==> src/rtl/wishbone_op_master.sv <==
// Single-cycle Wishbone master: turns one four-phase op request into one classic
// bus cycle and reports read data, completion and error status back to the requester.
module wishbone_op_master #(
  parameter int ADDR_WIDTH     = 32,
  parameter int DATA_WIDTH     = 32,
  parameter int TIMEOUT_CYCLES = 256
) (
  input  logic                    clk,
  input  logic                    reset_n,
  // requester side
  input  logic [ADDR_WIDTH-1:0]   address,
  input  logic [DATA_WIDTH-1:0]   data_in,
  input  logic [DATA_WIDTH/8-1:0] select,
  input  logic [1:0]              op_code,
  input  logic                    do_work,
  output logic                    work_done,
  output logic [DATA_WIDTH-1:0]   data_out,
  output logic                    error,
  // Wishbone side
  output logic [ADDR_WIDTH-1:0]   wb_adr_o,
  output logic [DATA_WIDTH-1:0]   wb_dat_o,
  output logic [DATA_WIDTH/8-1:0] wb_sel_o,
  output logic                    wb_we_o,
  output logic                    wb_cyc_o,
  output logic                    wb_stb_o,
  input  logic [DATA_WIDTH-1:0]   wb_dat_i,
  input  logic                    wb_ack_i,
  input  logic                    wb_err_i
);

  localparam int CNT_WIDTH = $clog2(TIMEOUT_CYCLES + 1);
  // Counter value seen at the edge that completes TIMEOUT_CYCLES silent bus cycles.
  localparam logic [CNT_WIDTH-1:0] TMO_LAST = CNT_WIDTH'(TIMEOUT_CYCLES - 1);

  typedef enum logic [1:0] {
    ST_IDLE,
    ST_BUS,
    ST_DONE
  } state_t;

  typedef enum logic [1:0] {
    OP_NOP     = 2'd0,
    OP_WRITE   = 2'd1,
    OP_READ    = 2'd2,
    OP_ILLEGAL = 2'd3
  } op_t;

  state_t               state;
  logic [CNT_WIDTH-1:0] tmo_cnt;

  // NOTE: state and every output are registers updated with <= only; the async
  // reset clears them immediately, so a reset mid-cycle drops cyc/stb at once.
  always_ff @(posedge clk or negedge reset_n) begin
    if (!reset_n) begin
      state     <= ST_IDLE;
      tmo_cnt   <= '0;
      work_done <= 1'b0;
      data_out  <= '0;
      error     <= 1'b0;
      wb_adr_o  <= '0;
      wb_dat_o  <= '0;
      wb_sel_o  <= '0;
      wb_we_o   <= 1'b0;
      wb_cyc_o  <= 1'b0;
      wb_stb_o  <= 1'b0;
    end else begin
      case (state)
        ST_IDLE: begin
          if (do_work) begin
            case (op_code)
              OP_WRITE, OP_READ: begin
                wb_adr_o <= address;
                wb_dat_o <= data_in;
                wb_sel_o <= select;
                wb_we_o  <= (op_code == OP_WRITE);
                wb_cyc_o <= 1'b1;
                wb_stb_o <= 1'b1;
                tmo_cnt  <= '0;
                state    <= ST_BUS;
              end
              OP_NOP: begin
                error     <= 1'b0;
                work_done <= 1'b1;
                state     <= ST_DONE;
              end
              default: begin
                error     <= 1'b1;
                work_done <= 1'b1;
                state     <= ST_DONE;
              end
            endcase
          end
        end

        ST_BUS: begin
          if (wb_ack_i || wb_err_i || (tmo_cnt == TMO_LAST)) begin
            wb_cyc_o  <= 1'b0;
            wb_stb_o  <= 1'b0;
            wb_we_o   <= 1'b0;
            work_done <= 1'b1;
            state     <= ST_DONE;
            // err beats ack; no response at all means a timeout
            if (wb_err_i || !wb_ack_i) begin
              error <= 1'b1;
            end else begin
              error <= 1'b0;
              if (!wb_we_o) data_out <= wb_dat_i;
            end
          end else begin
            tmo_cnt <= tmo_cnt + CNT_WIDTH'(1);
          end
        end

        ST_DONE: begin
          if (!do_work) begin
            work_done <= 1'b0;
            state     <= ST_IDLE;
          end
        end

        default: state <= ST_IDLE;
      endcase
    end
  end

endmodule

==> config.mk <==
export PLATFORM = sky130hd
export DESIGN_NAME = wishbone_op_master
export DESIGN_NICKNAME = d
export VERILOG_FILES = /design/src/rtl/wishbone_op_master.sv
export SDC_FILE = /design/constraint.sdc
export NUM_CORES = 1
export LEC_CHECK = 0
export BUFFER_PORTS_ARGS = -buffer_cell sky130_fd_sc_hd__buf_2
export CAP_MARGIN = 10
export CELL_PAD_IN_SITES_DETAIL_PLACEMENT = 0
export CELL_PAD_IN_SITES_GLOBAL_PLACEMENT = 1
export CORE_MARGIN = 1
export CORE_UTILIZATION = 35
export CTS_BUF_LIST = sky130_fd_sc_hd__clkbuf_8 sky130_fd_sc_hd__clkbuf_16
export DETAILED_ROUTE_END_ITERATION = 10
export MAX_ROUTING_LAYER = met4
export PLACE_DENSITY_LB_ADDON = 0.08
export SLEW_MARGIN = 15
export SYNTH_ARGS = -nofsm -noshare
export SYNTH_HDL_FRONTEND = slang
export SYNTH_SLANG_ARGS = --single-unit
==> constraint.sdc <==
create_clock -name clk -period 4.97 [get_ports clk]
set_input_delay 0.994 -clock clk [delete_from_list [all_inputs] [get_ports clk]]
set_output_delay 0.994 -clock clk [all_outputs]
set_load 0.01 [all_outputs]
==> reports/qor.csv, run 1 <==
stage;metric;value;unit
synth;most frequent cells after synthesis;nand2_1, dfrtp_1, mux2_2, mux2_1, buf_2;
synth;synthesized instance count;446;
synth;largest area contributor in the netlist;dfrtp_1;
synth;register area share after synthesis;62.1;%
die;# IOs;212;
synth;main area contributors after synthesis;dfrtp_1, nand2_1, mux2_2;
clock_tree;post-CTS setup buffer count;0;
synth;Synth top area share;62.1;%
timing;final clock period utilization by the worst path;47.1;%
clock_tree;CTS Sinks;115;
drt;Pre-antenna DRT Iters;4;
clock_tree;Worst-Skew Late Latency;0.40;ns
die;Die Width;117;µm
finish;fillers;1181;
worst_setup_path;Startpoint Class;primary input;
placed_design;DP HPWL;8140;µm
die;die area;13700;µm²
finish;Seq. cell area;2880;µm²
run_status;outcome;finished, final reports clean;
timing;worst slew pin tran;0.797;ns
synth;Net Count, Synth;557;
job;maxcap violations;0;
placed_design;buffers added on ports;211;
timing;slew margin rel.;46.8;%
finish;layout cells sized above 1;41.3;%
global_routing;GR Overflow Total;0;
clock_tree;Hold Buf Count CTS;0;
worst_setup_path;CP Max Fanout;50;
timing;Final Hold Viols;0;
worst_setup_path;CP endpoint kind;flip-flop;
drt;drt drc;0;
timing;Period minus WS final;2.34;ns
die;Core Rows;41;
drt;vias;3819;
synth;Post-synth ARST share;100;%
pwr;Worst IR Drop VDD;0.263;mV
synth;Netlist cell types;40;
synth;#FFs+latches synth;115;
synth;most used standard cell by instance count after synthesis;nand2_1;
clock_tree;CTS tree;yes;
clock_tree;H-Tree Depth;4;
worst_setup_path;Worst EP arrival;2.63;ns
finish;area of the multi-input gates;1610;µm²
timing;Total Neg Setup Slack;0;ns
pwr;Power Dens Cells;647;nW/µm²
global_routing;vias in the first global route;3519;
drt;average wire per standard cell;13.8;µm
worst_setup_path;critical path type;primary input to flip-flop;
clock_tree;CTS root buf;clkbuf_16;
global_routing;GRT Util Overall;17.7;%
hold_path;worst min path class;flip-flop to flip-flop;
drt;antenna-violating nets left;0;
global_routing;initial antenna violation count;0;
synth;Synth warnings;0;
die;die extent in y;117;µm
drt;Via density;4.54;
clock_tree;Max clock buf depth;2;
die;core region area;12800;µm²
synth;Mapped Avg Cell Area;10.4;µm²
timing;RSZ-0062 raised after global routing;no;
synth;number of synthesized flops with an enable pin;0;
pwr;leak pwr;3.61;nW
clock_tree;CTS buffer count;17;
finish;area grow syn2layout;40.7;%
clock_tree;post-cts resize count;0;
timing;FMAX;0.427;GHz
synth;Mapped Area;4630;µm²
timing;Max Slew Vio Count;0;
worst_setup_path;WP data required;5.26;ns
placed_design;GP Congestion;0.735;
die;Initial Util;36.3;%
drt;DRT Wirelength;11600;µm
timing;endpoints failing setup;0;
global_routing;largest net degree at the start of global routing;63;
finish;Net count, final;768;
finish;ant diodes;0;
pwr;Design Power;4.21;mW
clock_tree;Clk pin slew, worst setup/hold paths;0.05;ns
drt;Detailed Route Iter0 Violations;179;
synth;top_reg_cell synth;dfrtp_1;
global_routing;first-pass GRT wire length;17600;µm
timing;Worst Skew;0.00441;ns
[cells by family (layout without fill, tap and decap cells)]
kind of cell	count (synthesis)	count (layout)	share of synthesized area, %
DFF	115	115	62.1
and+or+nand+nor	234	234	20.4
buffers and inverters	35	259	3.84
adders and majority gates	4	4	1.08
muxes	37	37	8.89
AOI/OAI and AO/OA	21	21	3.62
[critical path, cell delays in order]
cell       delay [ns]
buf_2            0.09
inv_1            0.04
ha_1             0.39
nand4bb_4        0.43
buf_4            0.47
nand2_1          0.14
nand2_1          0.07
[where the power goes]
group	internal, mW	total [mW]	switching, mW
clock network	0.958	1.37	0.409
logic	0.556	1.24	0.686
registers	1.37	1.60	0.234
[final timing paths]
kind	start	slack [ns]	depth (start not counted)	to
max	op_code[0]	2.63	7	wb_adr_o[28]$_DFFE_PN0P_
min	wb_sel_o[3]$_DFFE_PN0P_	0.46	2	wb_sel_o[3]$_DFFE_PN0P_
max reg2reg	tmo_cnt[0]$_DFFE_PN0P_	2.67	7	error$_DFFE_PN0P_
min reg2reg	wb_sel_o[3]$_DFFE_PN0P_	0.46	2	wb_sel_o[3]$_DFFE_PN0P_
max in group asynchronous	reset_n	3.28	2	wb_adr_o[19]$_DFFE_PN0P_
min in group asynchronous	reset_n	0.68	1	data_out[10]$_DFFE_PN0P_
[cells in the final DEF (no fill, tap or decap), types with 2 or more instances in the layout]
master / Yosys / final
nor2_1: 2 / 2
o211ai_1: 3 / 3
inv_1: 9 / 11
nand2b_1: 3 / 3
nor4_1: 3 / 3
nor2b_1: 2 / 2
nand2_1: 211 / 211
mux2_2: 21 / 21
clkbuf_16: 0 / 17
mux2_1: 12 / 12
buf_4: 3 / 7
o21ai_0: 3 / 3
a21oi_1: 2 / 2
and3_1: 2 / 2
ha_1: 4 / 4
nand3_1: 2 / 2
nor3_1: 2 / 2
clkinv_2: 0 / 5
a2111oi_0: 2 / 2
dfrtp_1: 115 / 115
clkbuf_8: 0 / 2
a31o_2: 2 / 2
buf_2: 10 / 210
bufinv_16: 0 / 6
mux2i_1: 4 / 4
[cell type report]
type / count / area share, %
clock buffers: 19 / 6.95
multi-input cells: 296 / 24.7
inverters: 9 / 0.519
repair buffers: 218 / 17.1
flip-flops and latches: 115 / 44.2
clock inverters: 13 / 3.27
well taps: 172 / 3.30
[per-stage QoR]
| stage | utilization (%) | cells | hold WS (ns) | setup slack (ns) | area [µm²] |
|---|---|---|---|---|---|
| after floorplan | - | 446 | 0.479 | 2.68 | 4630 |
| after global routing | 51.0 | 842 | 0.483 | 2.47 | 6510 |
| after CTS | 50.9 | 841 | 0.470 | 2.15 | 6500 |
| final | 51.0 | 842 | 0.464 | 2.63 | 6510 |
| after global placement | 45.7 | 809 | 0.453 | 1.85 | 5840 |
| after detailed placement | 45.7 | 809 | 0.457 | 1.72 | 5840 |
[registers in the layout, indices dropped and copies added (netlist names)]
| register | cells |
|---|---|
| data_out | 32 |
| state | 2 |
| wb_stb_o | 1 |
| wb_we_o | 1 |
| work_done | 1 |
| wb_sel_o | 4 |
| error | 1 |
| tmo_cnt | 9 |
| wb_adr_o | 32 |
| wb_dat_o | 32 |
[routing by layer]
metal  share of wire (%)  up-vias  track usage [%]
li1                    -     1861                -
met1                  44     1766             21.6
met2                  45      176             25.8
met3                 9.2       16             6.59
met4                 1.9        0             8.35
met5                   0        -                -
No activity file was read; power rests on OpenSTA's default activity.
==> inputs of run 2 (changes only) <==
--- a/config.mk
+++ b/config.mk
@@ -10,7 +10,7 @@
 export CELL_PAD_IN_SITES_DETAIL_PLACEMENT = 0
 export CELL_PAD_IN_SITES_GLOBAL_PLACEMENT = 1
 export CORE_MARGIN = 1
-export CORE_UTILIZATION = 35
+export CORE_UTILIZATION = 34
 export CTS_BUF_LIST = sky130_fd_sc_hd__clkbuf_8 sky130_fd_sc_hd__clkbuf_16
 export DETAILED_ROUTE_END_ITERATION = 10
 export MAX_ROUTING_LAYER = met4
==> constraint.sdc (replaced) <==
create_clock -name clk -period 2.2 [get_ports clk]
set_input_delay 0.44 -clock clk [delete_from_list [all_inputs] [get_ports clk]]
set_output_delay 0.44 -clock clk [all_outputs]
set_load 0.01 [all_outputs]
==> reports/qor.csv, run 2 (synthesis results as in run 1) <==
stage;metric;value;unit;change
placed_design;Area after DPL;5970;µm²;+2.2%
global_routing;GR Overflow Total;0;;unchanged
worst_setup_path;critical path type;flip-flop to flip-flop;;
timing;Period minus WS final;2.06;ns;
global_routing;first-pass GRT wire length;19400;µm;+10%
global_routing;initial antenna violation count;0;;unchanged
worst_setup_path;Critical Path, Cell by Cell;ha_1 > nand3_1 > nor3_1 > ha_2 > or3_4 > or4_4 > o211ai_2;;
die;Die Width;119;µm;+1.4%
die;die area;14100;µm²;+2.9%
finish;ant diodes;0;;unchanged
timing;slew margin rel.;66.0;%;+19 points
clock_tree;Worst-Skew Late Latency;0.41;ns;about the same
finish;fillers;1316;;+11%
finish;Non-Filler Instances;850;;+0.95%
drt;vias;3827;;+0.21%
drt;Detailed Route Iter0 Violations;131;;-27%
worst_setup_path;Slowest-stage cell, CP;or4_4;;
drt;average wire per standard cell;13.7;µm;-0.60%
finish;Net count, final;772;;+0.52%
worst_setup_path;r2r startpoint;tmo_cnt[0]$_DFFE_PN0P_;;
clock_tree;CTS root buf;clkbuf_16;;
worst_setup_path;CP endpoint kind;flip-flop;;
finish;most common cell after layout, fill and taps aside;nand2_1;;
placed_design;Setup WS pre-CTS;0.00868;ns;-1.72 ns
pwr;Design Power;9.35;mW;+120%
pwr;Worst IR Drop VDD;0.494;mV;+88%
finish;Largest regs;data_out: 32 flops, wb_adr_o: 32 flops, wb_dat_o: 32 flops;;
placed_design;placed insts;818;;+1.1%
finish;layout cells sized above 1;42.7;%;+1.4 points
timing;Total Neg Setup Slack;0;ns;unchanged
timing;worst slew pin tran;0.507;ns;-0.290 ns
hold_path;worst min path class;primary input to asynchronous set/reset pin;;
timing;Max Slew Vio Count;0;;unchanged
global_routing;vias in the first global route;3901;;+11%
worst_setup_path;CP Launch Point;tmo_cnt[0]$_DFFE_PN0P_;;
finish;fin util;50.0;%;-0.95 points
clock_tree;Clk pin slew, worst setup/hold paths;0.05;ns;about the same
finish;area grow syn2layout;43.1;%;
placed_design;GP Congestion;0.752;;+2.2%
clock_tree;Max clock buf depth;2;;unchanged
timing;Hold WS;0.0240;ns;-0.440 ns
finish;Seq. cell area;2880;µm²;unchanged
drt;Via density;4.50;;-0.73%
clock_tree;H-Tree Depth;4;;unchanged
drt;drt drc;0;;unchanged
clock_tree;Hold Buf Count CTS;0;;unchanged
timing;Final Hold Viols;0;;unchanged
timing;FMAX;0.485;GHz;
die;# IOs;212;;unchanged
worst_setup_path;slowest stage delay, CP;0.49;ns;+0.02 ns
finish;Final Cell Area;6630;µm²;+1.7%
global_routing;GRT Util Overall;18.4;%;+0.68 points
clock_tree;CTS Sinks;115;;unchanged
clock_tree;CTS tree;yes;;
global_routing;largest net degree at the start of global routing;70;;+11%
pwr;leak pwr;3.63;nW;+0.56%
worst_setup_path;WP data required;2.53;ns;-2.73 ns
timing;endpoints failing setup;0;;unchanged
placed_design;DP HPWL;8180;µm;+0.53%
worst_setup_path;Worst EP arrival;2.39;ns;-0.24 ns
die;die extent in y;119;µm;+1.4%
worst_setup_path;Startpoint Class;flip-flop;;
placed_design;buffers added on ports;211;;unchanged
die;Core Rows;42;;+2.4%
finish;most frequent cells in the layout;nand2_1, buf_2, dfrtp_1;;
clock_tree;CTS buffer count;17;;unchanged
finish;area of the multi-input gates;1650;µm²;+2.4%
run_status;outcome;finished, final reports clean;;
die;Initial Util;35.0;%;-1.3 points
timing;Worst Skew;0.00643;ns;+0.00203 ns
die;core region area;13200;µm²;+3.7%
timing;Final WS setup;0.138;ns;-2.49 ns
drt;Pre-antenna DRT Iters;4;;unchanged
worst_setup_path;CP Max Fanout;7;;-86%
timing;final clock period utilization by the worst path;93.7;%;
drt;antenna-violating nets left;0;;unchanged
pwr;Power Dens Cells;1410;nW/µm²;+120%
job;maxcap violations;0;;unchanged
drt;DRT Wirelength;11600;µm;+0.35%
==> run 2: cell types whose count changed in the layout (fill, tap and decap cells not counted), sizes merged <==
cell,change
inv,-2
clkbuf,+3
buf,+4
clkinvlp,+1
clkinv,+1
bufinv,-3
==> run 2: path summary, 6_finish.rpt <==
check	to	cells past startpoint	slack, ns
max in group asynchronous	wb_adr_o[14]$_DFFE_PN0P_	2	1.83
min	data_out[6]$_DFFE_PN0P_	2	0.02
max reg2reg	tmo_cnt[5]$_DFFE_PN0P_	7	0.14
max	tmo_cnt[5]$_DFFE_PN0P_	7	0.14
min reg2reg	wb_dat_o[26]$_DFFE_PN0P_	2	0.46
min in group clk	wb_dat_o[10]$_DFFE_PN0P_	3	0.22
==> run 2: critical path, delay by kind of cell (launching register included) <==
| kind | cells | cell delay, ns |
|---|---|---|
| compound gates | 1 | 0.14 |
| fa+ha+maj | 2 | 0.42 |
| flops | 1 | 0.40 |
| simple gates | 4 | 1.04 |
==> run 2: repair_timing <==
action                                  in CTS  in global routing
endpoints found under the setup margin       1                 14
buffers inserted                             0                  0
pin swaps                                    1                  0
resized for setup                            0                  8
==> run 2: layout make-up <==
type | count | area share [%]
flip-flops and latches | 115 | 43.4
multi-input cells | 296 | 24.8
repair buffers | 222 | 18.5
clock buffers | 22 | 7.46
well taps | 176 | 3.32
clock inverters | 10 | 1.93
inverters | 9 | 0.510
==> run 2: power by group <==
group | switching (mW) | internal (mW)
registers | 0.517 | 3.10
clock network | 0.918 | 1.92
logic | 1.59 | 1.31
total | 3.02 | 6.33
==> run 2: routing by layer <==
| layer | up-vias | share of wire (%) | global-route usage [%] |
|---|---|---|---|
| li1 | 1860 | - | - |
| met2 | 156 | 47 | 27.6 |
| met1 | 1795 | 44 | 22.9 |
| met5 | - | 0 | - |
| met3 | 16 | 7.5 | 5.60 |
| met4 | 0 | 1.4 | 7.91 |
==> inputs of run 3 (changes only) <==
--- a/config.mk
+++ b/config.mk
@@ -10,7 +10,7 @@
 export CELL_PAD_IN_SITES_DETAIL_PLACEMENT = 0
 export CELL_PAD_IN_SITES_GLOBAL_PLACEMENT = 1
 export CORE_MARGIN = 1
-export CORE_UTILIZATION = 34
+export CORE_UTILIZATION = 31
 export CTS_BUF_LIST = sky130_fd_sc_hd__clkbuf_8 sky130_fd_sc_hd__clkbuf_16
 export DETAILED_ROUTE_END_ITERATION = 10
 export MAX_ROUTING_LAYER = met4
==> constraint.sdc (replaced) <==
create_clock -name clk -period 1.7 [get_ports clk]
set_input_delay 0.34 -clock clk [delete_from_list [all_inputs] [get_ports clk]]
set_output_delay 0.34 -clock clk [all_outputs]
set_load 0.01 [all_outputs]
==> reports/qor.csv, run 3 (synthesis results as in run 1) <==
stage;metric;value;unit;change
worst_setup_path;slowest stage delay, CP;0.49;ns;about the same
worst_setup_path;Critical Path, Cell by Cell;ha_2 > nand3_2 > nor3_2 > ha_2 > or3_4 > or4_4 > o211ai_2;;
worst_setup_path;Top Family by Delay on Critical Path;simple AND/OR/NAND/NOR gates;;
clock_tree;Clk pin slew, worst setup/hold paths;0.05;ns;about the same
worst_setup_path;Worst EP arrival;2.31;ns;-0.08 ns
worst_setup_path;Worst path depth;7;;unchanged
finish;Largest regs;data_out: 32 flops, wb_adr_o: 32 flops, wb_dat_o: 32 flops;;
timing;endpoints failing setup;11;;+11
timing;Worst Skew;0.00996;ns;+0.00353 ns
finish;most frequent cells in the layout;nand2_1, buf_2, dfrtp_1;;
finish;ant diodes;0;;unchanged
worst_setup_path;CP bufs+invs;0;;unchanged
global_routing;first-pass GRT wire length;20800;µm;+7.3%
drt;vias;3931;;+2.7%
drt;DRT Wirelength;12200;µm;+5.4%
pwr;Worst IR Drop VDD;0.692;mV;+40%
finish;area grow syn2layout;49.5;%;
timing;FMAX;0.505;GHz;+4.0%
worst_setup_path;critical path type;flip-flop to flip-flop;;
timing;final clock period utilization by the worst path;117;%;+23 points
timing;Hold WS;0.122;ns;+0.0983 ns
run_status;failing checks;negative setup slack;;
die;die extent in y;124;µm;+4.6%
clock_tree;CTS buffer count;17;;unchanged
placed_design;GP Congestion;0.743;;-1.2%
worst_setup_path;CP endpoint kind;flip-flop;;
timing;Final Hold Viols;0;;unchanged
timing;Final WS setup;-0.282;ns;-0.420 ns
worst_setup_path;CP Launch Point;tmo_cnt[1]$_DFFE_PN0P_;;
worst_setup_path;Slowest-stage cell, CP;or4_4;;
drt;antenna-violating nets left;0;;unchanged
timing;Max Slew Vio Count;0;;unchanged
global_routing;GRT Util Overall;17.6;%;-0.72 points
timing;RSZ-0062 raised after global routing;yes;;
placed_design;DP HPWL;8770;µm;+7.2%
worst_setup_path;r2r startpoint;tmo_cnt[1]$_DFFE_PN0P_;;
die;core region area;14500;µm²;+9.8%
placed_design;buffers added on ports;211;;unchanged
global_routing;GR Overflow Total;0;;unchanged
finish;layout cells sized above 1;45.9;%;+3.1 points
die;die area;15400;µm²;+9.5%
worst_setup_path;Startpoint Class;flip-flop;;
clock_tree;Max clock buf depth;2;;unchanged
pwr;leak pwr;3.80;nW;+4.5%
die;Initial Util;31.9;%;-3.1 points
drt;average wire per standard cell;13.9;µm;+1.3%
timing;slew margin rel.;64.5;%;-1.5 points
pwr;Power Dens Cells;1750;nW/µm²;+24%
job;maxcap violations;0;;unchanged
worst_setup_path;WP data required;2.03;ns;-0.50 ns
timing;Period minus WS final;1.98;ns;-0.0802 ns
worst_setup_path;Worst path most repeated cell;ha_2;;
timing;worst slew pin tran;0.532;ns;+0.0252 ns
hold_path;Hold Path Origin;data_in[10];;
run_status;outcome;finished, violations left;;
hold_path;Hold Path Stages;3;;
finish;fin util;47.6;%;-2.4 points
die;# IOs;212;;unchanged
clock_tree;CTS root buf;clkbuf_16;;
hold_path;worst min path class;primary input to flip-flop;;
drt;Via density;4.45;;-1.2%
clock_tree;CTS tree;yes;;
clock_tree;CTS Sinks;115;;unchanged
clock_tree;Worst-Skew Late Latency;0.40;ns;about the same
worst_setup_path;R2R depth;7;;unchanged
timing;Total Neg Setup Slack;-1.91;ns;-1.91 ns
drt;Detailed Route Iter0 Violations;126;;-3.8%
worst_setup_path;CP Max Fanout;6;;-1
drt;drt drc;0;;unchanged
die;Core Rows;44;;+4.8%
die;Die Width;124;µm;+4.6%
global_routing;largest net degree at the start of global routing;39;;-44%
global_routing;vias in the first global route;4062;;+4.1%
clock_tree;H-Tree Depth;4;;unchanged
finish;Net count, final;800;;+3.6%
drt;Pre-antenna DRT Iters;4;;unchanged
global_routing;initial antenna violation count;0;;unchanged
-- run 3: power breakdown --
| group | switching, mW | internal (mW) | total [mW] |
|---|---|---|---|
| combinational | 2.17 | 1.82 | 4.00 |
| clock | 1.15 | 2.35 | 3.50 |
| sequential | 0.625 | 4.01 | 4.64 |
| total | 3.95 | 8.18 | 12.1 |
-- run 3: path summary, 6_finish.rpt --
path | endpoint | slack [ns]
min in group asynchronous | wb_adr_o[10]$_DFFE_PN0P_ | 0.40
max in group asynchronous | data_out[27]$_DFFE_PN0P_ | 0.73
max reg2reg | tmo_cnt[5]$_DFFE_PN0P_ | -0.28
max | tmo_cnt[5]$_DFFE_PN0P_ | -0.28
min reg2reg | wb_adr_o[0]$_DFFE_PN0P_ | 0.46
min | wb_dat_o[10]$_DFFE_PN0P_ | 0.12
-- run 3: metal layers --
| metal | wire, µm | up-vias | global-route usage, % |
|---|---|---|---|
| met1 | 5480 | 1826 | 21.2 |
| li1 | - | 1925 | - |
| met3 | 900 | 18 | 5.69 |
| met4 | 201 | 0 | 6.95 |
| met5 | 0 | - | - |
| met2 | 5670 | 162 | 27.4 |
-- run 3: through the flow --
step           cells  cell area (µm²)  power, mW  setup WS, ns
2_1_floorplan    446             4650       6.61        -0.282
3_3_place_gp     848             6160       8.57        -0.356
3_5_place_dp     848             6160       8.65        -0.368
4_1_cts          881             6830       12.3        -0.260
5_1_grt          884             6920       13.0        -0.350
6_report         884             6920       12.1        -0.282
-- run 3: worst register-to-register path, delay by kind of cell, from the launching register on --
| family | cells | cell delay, ns |
|---|---|---|
| AO/OA/AOI/OAI | 1 | 0.15 |
| AND/OR/NAND/NOR | 4 | 0.99 |
| flip-flops | 1 | 0.38 |
| adder cells (fa/ha/maj) | 2 | 0.40 |
-- run 3: layout make-up --
cell class	count	area [µm²]
well taps	184	230
inverters	9	33.8
fillers	1427	7610
clock buffers	23	508
flip-flops and latches	115	2880
repair buffers	250	1450
multi-input cells	296	1740
clock inverters	7	81.3
-- run 3: repair_timing --
action / 4_1_cts / 5_1_grt
setup buffers: 2 / 3
hold buffers: 1 / 0
resized for setup: 11 / 14
setup endpoints to repair: 15 / 15
pin swaps: 1 / 8
hold endpoints to repair: 23 / 0
